<file path="config.mk">
export PLATFORM = sky130hd
export DESIGN_NAME = ped_crossing_ctrl_flat
export DESIGN_NICKNAME = d
export VERILOG_FILES = /design/src/rtl/ped_crossing_if.sv /design/src/rtl/ped_crossing_ctrl.sv /design/src/flat_wrapper.sv
export SDC_FILE = /design/constraint.sdc
export NUM_CORES = 1
export LEC_CHECK = 0
export CAP_MARGIN = 20
export CORE_MARGIN = 4
export CORE_UTILIZATION = 40
export CTS_BUF_LIST = sky130_fd_sc_hd__clkbuf_16
export CTS_CLUSTER_DIAMETER = 80
export CTS_CLUSTER_SIZE = 12
export DETAILED_ROUTE_END_ITERATION = 7
export PLACE_DENSITY = 0.7
export SETUP_SLACK_MARGIN = 0.15
export SYNTH_ARGS = -nofsm -noshare
export SYNTH_HDL_FRONTEND = slang
export SYNTH_SLANG_ARGS = --single-unit
export TNS_END_PERCENT = 10
</file>
<file path="constraint.sdc">
create_clock -name clk -period 2.05 [get_ports clk]
set_input_delay 0.41 -clock clk [delete_from_list [all_inputs] [get_ports clk]]
set_output_delay 0.41 -clock clk [all_outputs]
set_load 0.01 [all_outputs]
</file>
<file path="src/rtl/ped_crossing_if.sv">
// Lamp buses from the traffic light FSM plus the pedestrian signal-head outputs.
interface ped_crossing_if;
  logic [1:0] R;
  logic [1:0] Y;
  logic [1:0] G;
  logic [1:0] ped_req;
  logic [1:0] walk;
  logic [1:0] dont_walk;
  logic [1:0] pending;
  logic [3:0] cnt0;
  logic [3:0] cnt1;
  logic       fault;

  modport master (
    output R, Y, G, ped_req,
    input  walk, dont_walk, pending, cnt0, cnt1, fault
  );

  modport slave (
    input  R, Y, G, ped_req,
    output walk, dont_walk, pending, cnt0, cnt1, fault
  );
endinterface

</file>
<file path="src/rtl/ped_crossing_ctrl.sv">
// Pedestrian signal heads for two crossings, slaved to the traffic light lamp
// buses, with a sticky lamp-fault monitor that forces every crossing safe.
module ped_crossing_ctrl #(
  parameter int unsigned WALK_CYC  = 4,
  parameter int unsigned FLASH_CYC = 3,
  parameter int unsigned FLASH_DIV = 1
) (
  input  logic          clk,
  input  logic          reset,
  ped_crossing_if.slave bus
);
  localparam int unsigned NR = 2;
  localparam int unsigned CW = 4;
  localparam int unsigned DW = (FLASH_DIV > 1) ? $clog2(FLASH_DIV) : 1;

  typedef enum logic [1:0] {IDLE, WALK, FLASH} state_e;

  state_e        state_q [NR];
  state_e        state_d [NR];
  logic [CW-1:0] rem_q   [NR];
  logic [CW-1:0] rem_d   [NR];
  logic [CW-1:0] cnt_q   [NR];
  logic [CW-1:0] cnt_d   [NR];
  logic [DW-1:0] div_q   [NR];
  logic [DW-1:0] div_d   [NR];
  logic [NR-1:0] fl_q, fl_d;
  logic [NR-1:0] r_q, y_q, g_q, r_prev_q;
  logic [NR-1:0] pending_q, pending_d;
  logic [NR-1:0] walk_q, walk_d;
  logic [NR-1:0] dont_walk_q, dont_walk_d;
  logic [NR-1:0] onset;
  logic          vld_q;
  logic          fault_q, fault_d;
  logic          lamp_bad;

  assign onset = r_q & ~r_prev_q;

  // vld_q masks the all-zero lamp registers left behind by reset
  always_comb begin
    lamp_bad = (r_q == '0);
    for (int d = 0; d < NR; d++) begin
      if (!$onehot({r_q[d], y_q[d], g_q[d]})) lamp_bad = 1'b1;
    end
  end

  assign fault_d = fault_q | (vld_q & lamp_bad);

  always_comb begin
    pending_d   = pending_q | bus.ped_req;
    walk_d      = '0;
    dont_walk_d = '1;
    fl_d        = fl_q;
    for (int d = 0; d < NR; d++) begin
      state_d[d] = state_q[d];
      rem_d[d]   = rem_q[d];
      div_d[d]   = div_q[d];
      cnt_d[d]   = '0;
      case (state_q[d])
        IDLE: begin
          if (onset[d] && pending_q[d] && !fault_d) begin
            state_d[d]   = WALK;
            rem_d[d]     = CW'(WALK_CYC + FLASH_CYC);
            pending_d[d] = bus.ped_req[d];
          end
        end
        WALK: begin
          walk_d[d]      = 1'b1;
          dont_walk_d[d] = 1'b0;
          cnt_d[d]       = rem_q[d];
          rem_d[d]       = rem_q[d] - CW'(1);
          if (rem_q[d] == CW'(FLASH_CYC + 1)) begin
            state_d[d] = FLASH;
            fl_d[d]    = 1'b1;
            div_d[d]   = '0;
          end
        end
        FLASH: begin
          dont_walk_d[d] = fl_q[d];
          cnt_d[d]       = rem_q[d];
          rem_d[d]       = rem_q[d] - CW'(1);
          if (div_q[d] == DW'(FLASH_DIV - 1)) begin
            div_d[d] = '0;
            fl_d[d]  = ~fl_q[d];
          end else begin
            div_d[d] = div_q[d] + DW'(1);
          end
          if (rem_q[d] == CW'(1)) state_d[d] = IDLE;
        end
        default: state_d[d] = IDLE;
      endcase
      // Red ending early or a lamp fault overrides everything for this crossing
      if (fault_d || !r_q[d]) begin
        state_d[d]     = IDLE;
        walk_d[d]      = 1'b0;
        dont_walk_d[d] = 1'b1;
        cnt_d[d]       = '0;
      end
    end
  end

  always_ff @(posedge clk) begin
    if (!reset) begin
      for (int d = 0; d < NR; d++) begin
        state_q[d] <= IDLE;
        rem_q[d]   <= '0;
        cnt_q[d]   <= '0;
        div_q[d]   <= '0;
      end
      fl_q        <= '0;
      r_q         <= '0;
      y_q         <= '0;
      g_q         <= '0;
      r_prev_q    <= '0;
      vld_q       <= 1'b0;
      pending_q   <= '0;
      walk_q      <= '0;
      dont_walk_q <= '1;
      fault_q     <= 1'b0;
    end else begin
      for (int d = 0; d < NR; d++) begin
        state_q[d] <= state_d[d];
        rem_q[d]   <= rem_d[d];
        cnt_q[d]   <= cnt_d[d];
        div_q[d]   <= div_d[d];
      end
      fl_q        <= fl_d;
      r_q         <= bus.R;
      y_q         <= bus.Y;
      g_q         <= bus.G;
      r_prev_q    <= r_q;
      vld_q       <= 1'b1;
      pending_q   <= pending_d;
      walk_q      <= walk_d;
      dont_walk_q <= dont_walk_d;
      fault_q     <= fault_d;
    end
  end

  assign bus.walk      = walk_q;
  assign bus.dont_walk = dont_walk_q;
  assign bus.pending   = pending_q;
  assign bus.cnt0      = cnt_q[0];
  assign bus.cnt1      = cnt_q[1];
  assign bus.fault     = fault_q;
endmodule

</file>
<file path="src/flat_wrapper.sv">
// flat-port wrapper written by rule: the top's interface ports become plain ports
module ped_crossing_ctrl_flat 
#(
  parameter int unsigned WALK_CYC  = 4,
  parameter int unsigned FLASH_CYC = 3,
  parameter int unsigned FLASH_DIV = 1
)
  (clk, reset, bus_R, bus_Y, bus_G, bus_ped_req, bus_walk, bus_dont_walk, bus_pending, bus_cnt0, bus_cnt1, bus_fault);
  ped_crossing_if bus_i ();
  input  logic clk;
  input  logic reset;
  input wire logic [$bits(bus_i.R)-1:0] bus_R;
  input wire logic [$bits(bus_i.Y)-1:0] bus_Y;
  input wire logic [$bits(bus_i.G)-1:0] bus_G;
  input wire logic [$bits(bus_i.ped_req)-1:0] bus_ped_req;
  output wire logic [$bits(bus_i.walk)-1:0] bus_walk;
  output wire logic [$bits(bus_i.dont_walk)-1:0] bus_dont_walk;
  output wire logic [$bits(bus_i.pending)-1:0] bus_pending;
  output wire logic [$bits(bus_i.cnt0)-1:0] bus_cnt0;
  output wire logic [$bits(bus_i.cnt1)-1:0] bus_cnt1;
  output wire logic [$bits(bus_i.fault)-1:0] bus_fault;
  assign bus_i.R = bus_R;
  assign bus_i.Y = bus_Y;
  assign bus_i.G = bus_G;
  assign bus_i.ped_req = bus_ped_req;
  assign bus_walk = bus_i.walk;
  assign bus_dont_walk = bus_i.dont_walk;
  assign bus_pending = bus_i.pending;
  assign bus_cnt0 = bus_i.cnt0;
  assign bus_cnt1 = bus_i.cnt1;
  assign bus_fault = bus_i.fault;
  ped_crossing_ctrl #(.WALK_CYC(WALK_CYC), .FLASH_CYC(FLASH_CYC), .FLASH_DIV(FLASH_DIV)) u_core (.clk(clk), .reset(reset), .bus(bus_i));
endmodule
</file>
After elaboration in Yosys (flattened, before gate mapping)
Memories as Yosys holds them, arrays and structs flattened.
Cells that the tools add are included.
{"block": "totals", "latchBits": 0, "regBits": 18, "mem_count": 4, "out_inout_bits": 15, "word_cells": 125, "rom_bits": 0, "inputBits": 10, "ramBits": 22}
{"block": "op_classes", "magnitude_cmp": 0, "div_mod_pow": 0, "mul": 0, "shift": 0, "n_eq_ne": 14, "n_mux": 50, "n_reduce_logical": 20, "n_addsub": 8, "n_bitwise": 16}
{"name": "u_core.cnt_q", "words": 2, "width": 4, "read_ports": 2, "rd_ports_with_merged_regs": 0, "write_ports": 2, "line_no": "ped_crossing_ctrl.sv:22", "rtl": "logic [CW-1:0] cnt_q [NR];"}
{"name": "u_core.rem_q", "words": 2, "width": 4, "read_ports": 2, "rd_ports_with_merged_regs": 0, "write_ports": 2, "line_no": "ped_crossing_ctrl.sv:20", "rtl": "logic [CW-1:0] rem_q [NR];"}
{"name": "u_core.state_q", "words": 2, "width": 2, "read_ports": 2, "rd_ports_with_merged_regs": 0, "write_ports": 2, "line_no": "ped_crossing_ctrl.sv:18", "rtl": "state_e state_q [NR];"}
{"name": "u_core.div_q", "words": 2, "width": 1, "read_ports": 2, "rd_ports_with_merged_regs": 0, "write_ports": 2, "line_no": "ped_crossing_ctrl.sv:24", "rtl": "logic [DW-1:0] div_q [NR];"}
{"cell": "4-bit 2-to-1 mux", "count": 10}
{"cell": "1-bit 2-to-1 mux", "count": 20}
{"cell": "2-bit 2-to-1 mux", "count": 10}
{"cell": "4-bit one-hot mux with 2 select lines", "count": 2}
{"cell": "1-bit one-hot mux with 2 select lines", "count": 6}
{"cell": "2-bit one-hot mux with 3 select lines", "count": 2}
{"cell": "1-bit bitwise OR", "count": 9}
{"cell": "2-bit by 1-bit == test with 1-bit output, second input constant", "count": 4}
{"cell": "4-bit by 1-bit == test with 1-bit output, second input constant", "count": 2}
{"cell": "4-bit by 3-bit == test with 1-bit output, second input constant", "count": 2}
{"cell": "2-bit OR reduction", "count": 4}
{"cell": "4-bit by 1-bit subtractor with 4-bit output, second input constant", "count": 2}
{"cell": "2-bit logical NOT", "count": 3}
{"cell": "3-bit AND reduction", "count": 2}
{"cell": "1-bit by 1-bit adder with 2-bit output", "count": 2}
{"cell": "2-bit by 1-bit adder with 2-bit output", "count": 2}
{"cell": "2-bit == test, second input constant", "count": 2}
{"cell": "1-bit logical AND", "count": 4}
{"cell": "2-bit by 1-bit != test with 1-bit output, second input constant", "count": 2}
{"cell": "2-bit != test, second input constant", "count": 2}
{"cell": "2-bit nonzero test", "count": 2}
{"cell": "1-bit logical NOT", "count": 3}
{"cell": "1-bit NOT", "count": 3}
{"cell": "1-bit adder, second input constant", "count": 2}
{"cell": "5 further kinds", "count": 6}

Longest topological paths before layout
{"block": "logic_depth", "depth_word": 13, "ltp_mapped": 6, "ltp_nobuf": 6}

Least setup slack after synthesis
OpenSTA, ideal clock, no wires.
{"block": "synth_timing", "path_kind": "register to register", "from": "register u_core.r_q[0]", "to": "register u_core.pending_q[0] (netlist: u_core.bus.pending[0])", "synth_period_minus_slack_ps": 1852, "arrival_time_ps": 1737, "t_required_ps": 1935, "path_stages_with_launch": 7, "path_slack_ps": 198, "setup_time_ps": 115, "path_buffers": 0, "cell_sequence": "dfxtp_1 -> inv_1 -> fa_1 -> nand4bb_4 -> a21o_1 -> o31a_1 -> o21a_1"}
{"block": "synth_via", "elab_chain_cells": 10, "word_cells_on_any_way": 13, "classes_between": "1 x add/sub; 1 x eq/ne; 4 x mux; 3 x bitwise; 4 x reduce/logical"}
{"element": "start: declaration", "line_no": "ped_crossing_ctrl.sv:27", "rtl": "logic [NR-1:0] r_q, y_q, g_q, r_prev_q;"}
{"element": "start signal: assignment", "line_no": "ped_crossing_ctrl.sv:127", "rtl": "r_q <= bus.R;"}
{"element": "2-bit by 1-bit adder with 2-bit output (implied by the code)", "line_no": "ped_crossing_ctrl.sv:42", "rtl": "if (!$onehot({r_q[d], y_q[d], g_q[d]})) lamp_bad = 1'b1;"}
{"element": "2-bit by 1-bit == test with 1-bit output", "line_no": "ped_crossing_ctrl.sv:42"}
{"element": "1-bit 2-to-1 mux (2 in series)", "line_no": "ped_crossing_ctrl.sv:42"}
{"element": "1-bit bitwise AND", "line_no": "ped_crossing_ctrl.sv:46", "rtl": "assign fault_d = fault_q | (vld_q & lamp_bad);"}
{"element": "1-bit bitwise OR", "line_no": "ped_crossing_ctrl.sv:46"}
{"element": "1-bit logical NOT", "line_no": "ped_crossing_ctrl.sv:60", "rtl": "if (onset[d] && pending_q[d] && !fault_d) begin"}
{"element": "1-bit logical AND *", "line_no": "ped_crossing_ctrl.sv:60"}
{"element": "1-bit 2-to-1 mux *", "line_no": "ped_crossing_ctrl.sv:60"}
{"element": "1-bit 2-to-1 mux *", "line_no": "ped_crossing_ctrl.sv:58", "rtl": "case (state_q[d])"}
{"element": "end signal: assignment", "line_no": "ped_crossing_ctrl.sv:132", "rtl": "pending_q <= pending_d;"}
{"element": "end: declaration", "line_no": "ped_crossing_ctrl.sv:28", "rtl": "logic [NR-1:0] pending_q, pending_d;"}
Mark *: on every way between the ends. The rest lies on a longest branch, timed or not.
A chain may end at the register's enable or synchronous reset.

==> summary.json <==
{
  "groute.usage.overall": {"value": 13.9, "unit": "%"},
  "antenna_found_initial": {"value": 0},
  "setup_viol_count_final": {"value": 0},
  "design_area": {"value": 0.00229, "unit": "mm^2"},
  "power_frac_seq": {"value": 48.0, "unit": "%"},
  "yosysWarnings": {"value": 0},
  "timing.critical_path.max_delay_family": {"value": "compound AO/OA/AOI/OAI gates"},
  "drt-total-wl": {"value": 3.44, "unit": "mm"},
  "period_minus_slack": {"value": 1.94, "unit": "ns"},
  "grt_pass1_vias": {"value": 1289},
  "cp-start-kind": {"value": "register"},
  "clock_latency": {"value": 0.28, "unit": "ns"},
  "worstSetupPathType": {"value": "reg -> reg"},
  "syn_nets": {"value": 203},
  "yosys-top-cells-area": {"value": "dfxtp_1 43%, ha_1 8.5%, nand2_1 4.5%, mux2i_1 3.4%, inv_1 3.4%"},
  "detailedPlacementHpwl": {"value": 2.40, "unit": "mm"},
  "final_core_util": {"value": 55.3, "unit": "%"},
  "slew_violations": {"value": 0},
  "insertedDiodeCount": {"value": 0},
  "grt-ovfl-total": {"value": 0},
  "placementRows": {"value": 23},
  "crit_start": {"value": "u_core.g_q[0]$_SDFF_PN0_"},
  "final.period_utilization": {"value": 94.7, "unit": "%"},
  "port-buffer-count": {"value": 24},
  "design.portCount": {"value": 25},
  "number_of_optimization_iterations_in_the_first_detailed_route_pass": {"value": 4},
  "crit_path_end_kind": {"value": "register"},
  "p_sw": {"value": 0.348, "unit": "mW"},
  "setup_repair_after_global_routing_missed_its_margin": {"value": "true"},
  "synthCells": {"value": 179},
  "dieWidth": {"value": 74.5, "unit": "um"},
  "vias": {"value": 1333},
  "hold_viol": {"value": 0},
  "level_count_of_the_clock_h_tree": {"value": 2},
  "num-fill-cells": {"value": 374},
  "antenna_left": {"value": 0},
  "clockRootBuffer": {"value": "clkbuf_16"},
  "timing.hold.worst_path_depth": {"value": 2},
  "unique_masters_post_synth": {"value": 39},
  "worst_slack": {"value": 0.108, "unit": "ns"},
  "layout.cells.most_common_list": {"value": "36 x dfxtp_1, 24 x clkdlybuf4s50_1, 21 x nand2_1"},
  "hold-path-endpoint": {"value": "u_core.state_q[0][2]$_SDFFE_PP0P_"},
  "synth_area": {"value": 0.00177, "unit": "mm^2"},
  "synthToLayoutAreaGrowth": {"value": 29.6, "unit": "%"},
  "die_area": {"value": 0.00554, "unit": "mm^2"},
  "power-per-cell-area": {"value": 704, "unit": "mW/mm^2"},
  "crit_chain": {"value": "inv_2 > fa_1 > and4bb_2 > o21ai_4 > a2111oi_4 > o31a_1"},
  "gp_congestion": {"value": 0.830},
  "critical_path_required": {"value": 2.22, "unit": "ns"},
  "post_synthesis_register_bit_count": {"value": 38},
  "post_drt_via_cell_ratio": {"value": 5.07},
  "hold_path_startpoint": {"value": "u_core.state_q[0][2]$_SDFFE_PP0P_"},
  "worst_ir_drop_vdd": {"value": 0.423, "unit": "mV"},
  "r2r_end": {"value": "u_core.rem_q[0][3]$_SDFFE_PN0P_"},
  "arrival_time_of_the_worst_setup_path": {"value": 2.11, "unit": "ns"},
  "clock-sinks": {"value": 38},
  "cts_buffer_depth": {"value": 2},
  "fp.coreArea": {"value": 0.00414, "unit": "mm^2"},
  "worst_hold_path_type": {"value": "reg -> reg"},
  "ys_seq_area_share": {"value": 43.1, "unit": "%"},
  "first_pass_grt_wire_length": {"value": 5.84, "unit": "mm"},
  "internal-power": {"value": 1.26, "unit": "mW"},
  "die_h": {"value": 74.5, "unit": "um"},
  "pre_cts_slack": {"value": 0.117, "unit": "ns"},
  "reg_top3": {"value": "u_core.cnt_q: 8 flops, u_core.rem_q: 8 flops, u_core.state_q: 4 flops"},
  "drcViolationCount": {"value": 0},
  "standard_cell_area_after_detailed_placement": {"value": 0.00210, "unit": "mm^2"},
  "initial_utilization": {"value": 42.6, "unit": "%"},
  "cts_inserted_buffers": {"value": 5},
  "ctsHoldBuffers": {"value": 0},
  "power_frac_clock": {"value": 44.0, "unit": "%"},
  "timing.reg2reg.worst_path_depth": {"value": 6},
  "cpPeakStageDelay": {"value": 0.55, "unit": "ns"},
  "finalPower": {"value": 1.61, "unit": "mW"},
  "netlist.top_cell.by_area": {"value": "dfxtp_1"},
  "totalNegativeSetupSlack": {"value": 0, "unit": "ns"},
  "critical_path.reg2reg.startpoint": {"value": "u_core.g_q[0]$_SDFF_PN0_"},
  "grt_start_max_net_pins": {"value": 14},
  "timing_worst_slew_pin_value": {"value": 0.383, "unit": "ns"},
  "cts_tree": {"value": "built"},
  "timing.fmax": {"value": 0.515, "unit": "GHz"},
  "avg_wl_per_cell": {"value": 13.1, "unit": "um"},
  "clkTransAtPathRegs": {"value": 0.05, "unit": "ns"},
  "layout_commonest_cell": {"value": "dfxtp_1"},
  "worst-path-buf-inv": {"value": 1},
  "netSwitchingFraction": {"value": 21.6, "unit": "%"},
  "outcome": {"value": "completed"},
  "synthesized_area_per_cell": {"value": 9.87, "unit": "um^2"},
  "drive_above_1_share": {"value": 13.6, "unit": "%"},
  "max_slew_margin": {"value": 74.4, "unit": "%"},
  "synthDominantCellAreaShare": {"value": 43.1, "unit": "%"},
  "nets": {"value": 237},
  "path_max_fanout": {"value": 6},
  "timing.clock.skew": {"value": 0.00131, "unit": "ns"},
  "fraction_of_power_consumed_by_combinational_cells": {"value": 8.0, "unit": "%"},
  "max_cap_violations": {"value": 0},
  "critPathSlowestCell": {"value": "fa_1"},
  "rrSetupSlack": {"value": 0.11, "unit": "ns"},
  "drt_iter0_markers": {"value": 58},
  "total_leakage_power": {"value": 0.927, "unit": "nW"}
}
-- layout make-up --
| class | instances | area [um^2] | area share (%) |
|---|---|---|---|
| Sequential cell | 38 | 763 | 33.3 |
| Timing Repair Buffer | 32 | 300 | 13.1 |
| Tap cell | 50 | 62.6 | 2.73 |
| Inverter | 17 | 63.8 | 2.79 |
| Clock buffer | 5 | 125 | 5.46 |
| Multi-Input combinational cell | 119 | 967 | 42.2 |
| Clock inverter | 2 | 7.51 | 0.328 |
-- tightest hold or removal path, stage by stage, from the launching register on --
cell,delay [ns]
dfxtp_1,0.32
nand2_1,0.06
mux2i_1,0.05
-- power by group through the flow --
| stage | Combinational (mW) | Sequential, mW | Clock (mW) |
|---|---|---|---|
| final | 0.129 | 0.774 | 0.709 |
| after global placement | 0.121 | 0.788 | 0 |
| after global routing | 0.143 | 0.777 | 0.744 |
| after CTS | 0.123 | 0.772 | 0.721 |
| after detailed placement | 0.122 | 0.789 | 0 |
| after floorplan | 0.0707 | 0.788 | 0 |
-- metal layers --
layer	part of all wire, %	GRT usage, %	vias up
met5	0	0	-
li1	-	-	685
met4	1.5	5.93	0
met3	5.1	5.00	5
met1	49	18.0	617
met2	44	20.7	26
-- how the worst max path moves through the flow --
stage                                  endpoint  slack [ns]  depth (start not counted)
6_report        u_core.rem_q[0][3]$_SDFFE_PN0P_        0.11                          6
5_1_grt         u_core.rem_q[0][3]$_SDFFE_PN0P_        0.06                          6
4_1_cts         u_core.rem_q[0][0]$_SDFFE_PN0P_         0.1                          6
3_5_place_dp    u_core.rem_q[0][5]$_SDFFE_PN0P_        0.12                          6
3_3_place_gp    u_core.rem_q[0][4]$_SDFFE_PN0P_        0.13                          6
2_1_floorplan  u_core.bus.pending[0]$_SDFF_PN0_        0.20                          6
-- cell usage after synthesis, drive strengths merged --
master / count
xnor2: 2
ha: 12
a21o: 3
nand3b: 2
o21a: 2
nand4b: 2
nor2: 8
clkbuf: 5
nor2b: 1
nor3: 1
and4bb: 3
o2bb2ai: 2
nand3: 5
nand4bb: 1
or3: 2
o2111a: 1
dfxtp: 38
o31a: 3
fa: 2
nand2: 21
a211oi: 2
o21ai: 3
and2: 8
a2111oi: 1
a21boi: 3
and3: 9
o221ai: 1
mux2i: 6
o211a: 1
nand2b: 1
inv: 17
o221a: 4
a21oi: 5
or3b: 2
-- through the flow --
step,cells,hold WS [ns]
after floorplan,179,0.438
after global placement,254,0.468
after detailed placement,254,0.473
after CTS,261,0.480
after global routing,263,0.517
final,263,0.475
-- logic make-up (layout without fill, tap and decap cells) --
logic type               Yosys count  count (layout)  synth area share, %
AO/OA/AOI/OAI                     31              31                 15.3
XOR/XNOR                           2               2                0.992
adder cells (fa/ha/maj)           14              14                 10.8
buffers and inverters             22              56                 4.67
flip-flops                        38              38                 43.1
multiplexers                       6               6                 3.40
AND/OR/NAND/NOR                   66              66                 21.8
-- timing repair --
item                       4_1_cts  5_1_grt
setup endpoints to repair       14       20
resized for setup                0       11
setup buffers                    0        2
pin swaps                        0        8
Note: power is estimated with default switching activity, not from simulation.
